--- src/rtl/seq_gen_pkg.sv ---
// Shared constants and bound helper for the parity sequence generator.
// Direction/parity encodings and the top-of-range calculation.
package seq_gen_pkg;

  localparam logic DIR_UP   = 1'b0;
  localparam logic DIR_DOWN = 1'b1;
  localparam logic PAR_EVEN = 1'b0;
  localparam logic PAR_ODD  = 1'b1;

  localparam int MAX_W = 32;

  // Returns all-ones in the top bit when limit < parity (no valid top).
  function automatic logic [MAX_W:0] calc_top(
    input logic [MAX_W-1:0] limit,
    input logic             parity
  );
    logic [MAX_W:0] base;
    base = {1'b0, limit[MAX_W-1:1], 1'b0};
    if (parity <= limit[0])
      calc_top = base | (MAX_W+1)'(parity);
    else
      calc_top = base - (MAX_W+1)'(1);
  endfunction

endpackage

--- src/rtl/seq_bound_calc.sv ---
// Combinational top-of-range for the parity sequence generator.
// degenerate flags limit < parity, where no valid top exists.
module seq_bound_calc
  import seq_gen_pkg::*;
#(
  parameter int WIDTH = 4
) (
  input  logic [WIDTH-1:0] limit,
  input  logic             parity,
  output logic [WIDTH-1:0] top,
  output logic             degenerate
);

  logic [WIDTH:0] full;

  assign full = (WIDTH+1)'(calc_top(MAX_W'(limit), parity));
  assign top        = full[WIDTH-1:0];
  assign degenerate = full[WIDTH];

endmodule

--- src/rtl/parity_sequence_generator.sv ---
// Even/odd stepping counter over 0..limit, up or down, with load.
// Emits a one-cycle wrap strobe on the step that wraps the range.
module parity_sequence_generator
  import seq_gen_pkg::*;
#(
  parameter int             WIDTH     = 4,
  parameter logic [WIDTH-1:0] RESET_VAL = '0
) (
  input  logic             clk,
  input  logic             reset,
  input  logic             en,
  input  logic             load,
  input  logic [WIDTH-1:0] load_val,
  input  logic             parity,
  input  logic             dir,
  input  logic [WIDTH-1:0] limit,
  output logic [WIDTH-1:0] o,
  output logic             wrap
);

  logic [WIDTH-1:0] top;
  logic [WIDTH-1:0] base;
  logic [WIDTH-1:0] o_nxt;
  logic             degen;
  logic             wrap_nxt;
  logic             par_odd;
  logic             aligned;
  logic [WIDTH:0]   up1;
  logic [WIDTH:0]   up2;
  logic [WIDTH:0]   top_x;

  seq_bound_calc #(
    .WIDTH(WIDTH)
  ) u_bound (
    .limit     (limit),
    .parity    (parity),
    .top       (top),
    .degenerate(degen)
  );

  assign par_odd = (parity == PAR_ODD);
  assign base    = {{(WIDTH-1){1'b0}}, par_odd};
  assign aligned = ((o[0] == PAR_ODD) == par_odd);
  // One extra bit so o+2 at the top of the range cannot alias.
  assign up1   = {1'b0, o} + (WIDTH+1)'(1);
  assign up2   = {1'b0, o} + (WIDTH+1)'(2);
  assign top_x = {1'b0, top};

  always_comb begin
    o_nxt    = o;
    wrap_nxt = 1'b0;
    if (degen) begin
      o_nxt = base;
    end else begin
      unique case (dir)
        DIR_UP: begin
          if (o > top) begin
            o_nxt    = base;
            wrap_nxt = 1'b1;
          end else if (!aligned) begin
            if (up1 > top_x) begin
              o_nxt    = base;
              wrap_nxt = 1'b1;
            end else begin
              o_nxt = up1[WIDTH-1:0];
            end
          end else if (up2 > top_x) begin
            o_nxt    = base;
            wrap_nxt = 1'b1;
          end else begin
            o_nxt = up2[WIDTH-1:0];
          end
        end
        DIR_DOWN: begin
          if (o > top) begin
            o_nxt = top;
          end else if (!aligned) begin
            if (o == '0) begin
              o_nxt    = top;
              wrap_nxt = 1'b1;
            end else begin
              o_nxt = o - WIDTH'(1);
            end
          end else if ({1'b0, o} <= {1'b0, base} + (WIDTH+1)'(1)) begin
            o_nxt    = top;
            wrap_nxt = 1'b1;
          end else begin
            o_nxt = o - WIDTH'(2);
          end
        end
        default: begin
          o_nxt    = o;
          wrap_nxt = 1'b0;
        end
      endcase
    end
  end

  always_ff @(posedge clk) begin
    if (reset) begin
      o    <= RESET_VAL;
      wrap <= 1'b0;
    end else if (load) begin
      o    <= load_val;
      wrap <= 1'b0;
    end else if (en) begin
      o    <= o_nxt;
      wrap <= wrap_nxt;
    end else begin
      wrap <= 1'b0;
    end
  end

endmodule

--- config.mk ---
export PLATFORM = sky130hd
export DESIGN_NAME = parity_sequence_generator
export DESIGN_NICKNAME = d
export VERILOG_FILES = /design/src/rtl/seq_gen_pkg.sv /design/src/rtl/seq_bound_calc.sv /design/src/rtl/parity_sequence_generator.sv
export SDC_FILE = /design/constraint.sdc
export NUM_CORES = 1
export LEC_CHECK = 0
export ABC_AREA = 1
export CORE_ASPECT_RATIO = 0.7
export CORE_MARGIN = 3
export CORE_UTILIZATION = 30
export CTS_CLUSTER_SIZE = 24
export DETAILED_ROUTE_END_ITERATION = 12
export MAX_ROUTING_LAYER = met4
export PLACE_DENSITY_LB_ADDON = 0.15
export SLEW_MARGIN = 10
export SYNTH_ARGS = -nofsm -noshare
export SYNTH_HDL_FRONTEND = slang
export SYNTH_SLANG_ARGS = --single-unit
export TNS_END_PERCENT = 20
--- constraint.sdc ---
create_clock -name clk -period 3.5 [get_ports clk]
set_input_delay 0.7 -clock clk [delete_from_list [all_inputs] [get_ports clk]]
set_output_delay 0.7 -clock clk [all_outputs]
set_load 0.02 [all_outputs]
== Word-level counts from Yosys, hierarchy flattened ==
Index checks and enable logic that the tools add are counted.

* Equal/unequal tests: 1
* Add/sub/neg operators: 6
* Bitwise gates (word level): 3
* Multiplexer cells: 22
* Reduce and logical (&&, ||, !) cells: 3
* $lt $le $gt $ge: 5

{| class="wikitable"
|+ Operator list
! operator !! count
|-
| 4-bit two-way mux || 11
|-
| 5-bit by 4-bit > comparator with 1-bit output || 2
|-
| 1-bit two-way mux || 8
|-
| 4-bit case mux with 2 select lines || 1
|-
| 4-bit by 1-bit adder with 5-bit output (second input constant) || 1
|-
| 4-bit by 2-bit adder with 5-bit output (second input constant) || 1
|-
| 5-bit two-way mux || 1
|-
| 4-bit by 1-bit subtractor with 5-bit output (second input constant) || 1
|-
| 4-bit > comparator || 1
|-
| 4-bit by 2-bit <= comparator with 1-bit output || 1
|-
| 4-bit zero test || 1
|-
| 4-bit by 1-bit OR with 4-bit output || 1
|-
| 4-bit OR reduction || 1
|-
| 4-bit by 1-bit subtractor with 4-bit output (second input constant) || 1
|-
| 4-bit by 2-bit subtractor with 4-bit output (second input constant) || 1
|-
| 1-bit by 1-bit adder with 2-bit output (second input constant) || 1
|-
| 1-bit NOT || 2
|-
| 1-bit case mux with 2 select lines || 1
|-
| 2-bit nonzero test || 1
|-
| 1-bit == test || 1
|-
| 1-bit <= comparator || 1
|}

* Word-level logic and storage cells: 42
* Input port bits: 14
* Bits in registers: 5
* Output and inout bits: 5

== Longest topological paths before layout ==
* Depth after elaboration: 10
* Depth in mapped cells: 19

== Modules after synthesis ==
From an unflattened synthesis, not the netlist that was laid out.

* Cell total of the unflattened synthesis: 207
* Area, all modules: 1169.9 um^2

{| class="wikitable"
|+ By module, submodules not included
! module !! times used !! cells each !! area each (um^2)
|-
| parity_sequence_generator || 1 || 189 || 1087.3
|-
| seq_bound_calc || 1 || 18 || 82.6
|}

== Worst setup path before layout ==
OpenSTA, ideal clock, no wires.

* Path type: input port to flip-flop
* Start point: input limit[1]
* End point: register o[0]
* Data required time: 3384 ps
* Slack: 1046 ps
* Stages: 19
* Library setup time: 116 ps
* Arrival time: 2338 ps
* Cell sequence: inv_1 > ha_1 > nand3_1 > xor2_1 > ha_1 > nand2_1 > inv_1 > nand2_1 > inv_1 > a21oi_1 > nand2_1 > nand2_1 > nand2_1 > nand2_1 > nand2_1 > nand2_1 > nor2_1 > nand2_1 > a21oi_1

* Cells in the longest elaborated chain, start to end: 10

{| class="wikitable"
|+ RTL lines
! item !! RTL line !! source
|-
| start: declaration || parity_sequence_generator.sv:16 || <nowiki>input logic [WIDTH-1:0] limit,</nowiki>
|-
| 4-bit by 1-bit subtractor with 5-bit output / 4-bit by 1-bit OR with 4-bit output (equally long branches) || seq_gen_pkg.sv:22, seq_gen_pkg.sv:20 ||
|-
| 5-bit two-way mux * || seq_gen_pkg.sv:19 || <nowiki>if (parity <= limit[0])</nowiki>
|-
| 5-bit by 4-bit > comparator with 1-bit output (on tied branches) || parity_sequence_generator.sv:61, parity_sequence_generator.sv:67 ||
|-
| 4-bit two-way mux (on tied branches) || parity_sequence_generator.sv:61, parity_sequence_generator.sv:67 ||
|-
| 4-bit two-way mux || parity_sequence_generator.sv:60 || <nowiki>end else if (!aligned) begin</nowiki>
|-
| 4-bit two-way mux || parity_sequence_generator.sv:57 || <nowiki>if (o > top) begin</nowiki>
|-
| 4-bit case mux with 2 select lines || parity_sequence_generator.sv:55 || <nowiki>unique case (dir)</nowiki>
|-
| 4-bit two-way mux * || parity_sequence_generator.sv:52 || <nowiki>if (degen) begin</nowiki>
|-
| 4-bit two-way mux * || parity_sequence_generator.sv:106 || <nowiki>end else if (en) begin</nowiki>
|-
| 4-bit two-way mux * || parity_sequence_generator.sv:103 || <nowiki>end else if (load) begin</nowiki>
|-
| end signal: assignment || parity_sequence_generator.sv:104 || <nowiki>o <= load_val;</nowiki>
|-
| end signal: assignment || parity_sequence_generator.sv:107 || <nowiki>o <= o_nxt;</nowiki>
|-
| end: declaration || parity_sequence_generator.sv:17 || <nowiki>output logic [WIDTH-1:0] o,</nowiki>
|}

Every way passes the cells marked *; elsewhere a longest branch is shown, timed or not. The select of a mux whose other input is x is not followed.
A chain may end at the register's enable or synchronous reset.

== Worst setup path in the final report ==
* Start point: input limit[2]
* End point: register o[3]

The elaborated chain is that of the path after synthesis.

==> flow_metrics.tcl <==
set metrics [dict create \
    outcome "finished, final reports clean" \
    rr_endpoint "o[3]" \
    synthXorXnorAreaFrac 0.0371 \
    p_leak_nw 0.777 \
    numCtsBuffers 3 \
    ys.flop_type "dfxtp_1" \
    numPortBuffers 18 \
    ys_ff_latch 5 \
    setup_viol 0 \
    post_cts_buffers 0 \
    setup.worst_path.start "limit[2]" \
    cp-start-kind "input port" \
    cap_violations 0 \
    first_pass_iters 4 \
    yosys_warnings 0 \
    fin_cells 269 \
    placement_rows 18 \
    powerDensity_nw_per_um2 316 \
    cpMostUsedCell "nand2_1" \
    cpMaxStageDelayCell "clkdlybuf4s50_1" \
    period_share 0.890 \
    yosysSeqAreaShare 0.0847 \
    ff2ff_path_depth 16 \
    fp.coreArea_um2 3650 \
    finClkSkew_ns 0.00258 \
    hpwl_um 2730 \
    via_per_inst 4.69 \
    syn_area_um2 1180 \
    gr-usage-all-layers 0.146 \
    diodes 0 \
    vdd_ir_drop_max_uv 146 \
    fin_tns_setup_ns 0 \
    synth_cells 194 \
    cp.arrival_ns 3.26 \
    die_h_um 58.5 \
    gp_congestion 0.870 \
    final_nets 249 \
    drv_slew 0 \
    path_class "in2reg" \
    rsz0062_at_grt "no" \
    worstPathRequired_ns 3.65 \
    critPathMaxFanout 4 \
    drc 0 \
    vias 1262 \
    synthSimpleGateAreaFrac 0.459 \
    clock-sinks 5 \
    avgSynthCellArea_um2 6.09 \
    design_area_um2 1490 \
    synth_top_family_by_area "simple AND/OR/NAND/NOR gates" \
    detail_route.wl_per_cell_um 11.8 \
    grt.overflow.total 0 \
    synthArstFlopShare 0 \
    pre_cts_ws_ns 0.178 \
    placed_area_um2 1450 \
    antenna_found_initial 0 \
    clock_latency_ns 0.22 \
    synth-adder-area-share 0.159 \
    synth_edf_count 0 \
    max_freq_ghz 0.321 \
    clk_pin_slew_ns 0.04 \
    final_layout_size_suffix_gt1_frac 0.151 \
    start_util 0.324 \
    synthToLayoutAreaGrowth_pct 26.2 \
    grt_start_max_net_pins 11 \
    cp-end-kind "flip-flop" \
    post-route-min-period_ns 3.12 \
    clock_path_buffers 2 \
    grt_first_pass_wirelength_um 5300 \
    synth.net_count 223 \
    worstPathBufferInverterCount 4 \
    hold_path_class "reg2reg" \
    antenna_left 0 \
    grt_pass1_vias 1065 \
    r2r-start "o[1]" \
    cts_hold_buf 0 \
    worst_slack_ns 0.385 \
    muxShareOfSynthArea 0 \
    dieArea_um2 4740 \
    crit_family "buffers and inverters" \
    crit_path_end "o[3]" \
    critical_path.cell_chain "clkdlybuf4s50_1 > inv_2 > ha_1 > nand3_1 > xor2_1 > ha_1 > nand2_1 > inv_1 > nand2_1 > inv_1 > a21oi_1 > nand2_1 > nand2_1 > nand3_1 > o21ai_0 > nand2_1 > nand2_1 > nand2_1 > a21oi_1" \
    cts_tree "yes" \
    reg2reg_slack_ns 1.27 \
    boundaryPins 19 \
    fin_hold_ws_ns 0.626 \
    ctsHtreeMaxLevel 1 \
    cts-resized-gates 0 \
    synth_compound_area_frac 0.145 \
    max_stage_delay_ns 0.56 \
    dp.cells 265 \
    maxSlewHeadroom 0.736 \
    routed_wl_um 3170 \
    cp_num_cells 19 \
    worst_pin_slew_ns 0.394 \
    hold_viol_final 0 \
    die_w_um 81.0 \
    drt_iter0_markers 138 \
    synth_cell_type_count 30 \
    root_buffer "clkbuf_8" \
]
==> per-stage QoR <==
stage	power, mW	util
after floorplan	0.276	-
after global placement	0.372	0.396
after detailed placement	0.363	0.396
after CTS	0.474	0.408
after global routing	0.518	0.408
final	0.471	0.408
==> layout by cell type (no fill, tap or decap), types with 3 or more instances in the layout <==
| master | Yosys | final |
|---|---|---|
| nor3_1 | 3 | 3 |
| inv_1 | 25 | 25 |
| ha_1 | 15 | 15 |
| nor2_1 | 8 | 8 |
| clkbuf_8 | 0 | 3 |
| nand3_2 | 3 | 3 |
| nand2_4 | 7 | 7 |
| o21ai_1 | 3 | 3 |
| nand3_1 | 17 | 17 |
| nand2_2 | 4 | 4 |
| buf_4 | 1 | 6 |
| a22oi_1 | 3 | 3 |
| nand4_1 | 4 | 4 |
| a21oi_1 | 11 | 11 |
| inv_2 | 5 | 5 |
| o21ai_0 | 4 | 4 |
| clkdlybuf4s50_1 | 0 | 18 |
| dfxtp_1 | 5 | 5 |
| nand2_1 | 57 | 57 |
| xor2_1 | 3 | 3 |
==> cell usage after synthesis, types with 4 or more instances <==
library cell	count	area [um^2]
nand2_4	7	78.8
nand3_1	17	85.1
nand2_1	57	214
nand4_1	4	25.0
dfxtp_1	5	100
ha_1	15	188
nand2_2	4	25.0
o21ai_0	4	20.0
nor2_1	8	30.0
inv_1	25	93.8
inv_2	5	18.8
a21oi_1	11	55.1
==> sequential cells by signal, indices dropped and copies added (netlist names) <==
register / count
wrap: 1
o: 4
==> worst min path at each step <==
| stage | start | end | slack (ns) | cells past startpoint |
|---|---|---|---|---|
| floorplan | o[0] | o[0] | 0.62 | 2 |
| global placement | o[0] | o[0] | 0.63 | 3 |
| detailed placement | o[0] | o[0] | 0.62 | 3 |
| CTS | o[0] | o[0] | 0.63 | 3 |
| global route | o[0] | o[0] | 0.67 | 3 |
| finish | o[0] | o[0] | 0.63 | 3 |
==> layer usage <==
metal | vias to the layer above | part of all wire | global-route usage
met5 | - | 0 | -
met4 | 0 | 0 | 0.00723
met3 | 0 | 0.085 | 0.0336
met2 | 39 | 0.38 | 0.180
met1 | 536 | 0.54 | 0.240
li1 | 687 | - | -
==> kinds of logic (layout without fill, tap and decap cells) <==
| kind of cell | count (synthesis) | count (layout) |
|---|---|---|
| AOI/OAI and AO/OA | 29 | 29 |
| xor gates and xnor gates | 5 | 5 |
| adders and majority gates | 15 | 15 |
| buffers and inverters | 33 | 58 |
| DFF | 5 | 5 |
| and+or+nand+nor | 107 | 107 |
==> where the power goes <==
group	internal (mW)	switching [mW]	total, mW	leakage (nW)
Combinational	0.115	0.187	0.301	0.713
Sequential	0.0624	0.00172	0.0641	0.0413
Clock	0.0782	0.0281	0.106	0.0228
==> cell type report <==
type	instances	area (um^2)
repair buffers	24	225
well taps	50	62.6
inverters	30	113
fillers	403	2160
multi-input cells	156	945
flip-flops and latches	5	100
clock buffers	4	45.0
==> tightest hold or removal path, cell delays in order (launching register included) <==
cell and delay, ns:
dfxtp_1 0.29, buf_4 0.16, nand2_1 0.07, a21oi_1 0.05
Note: power is estimated with default switching activity, not from simulation.
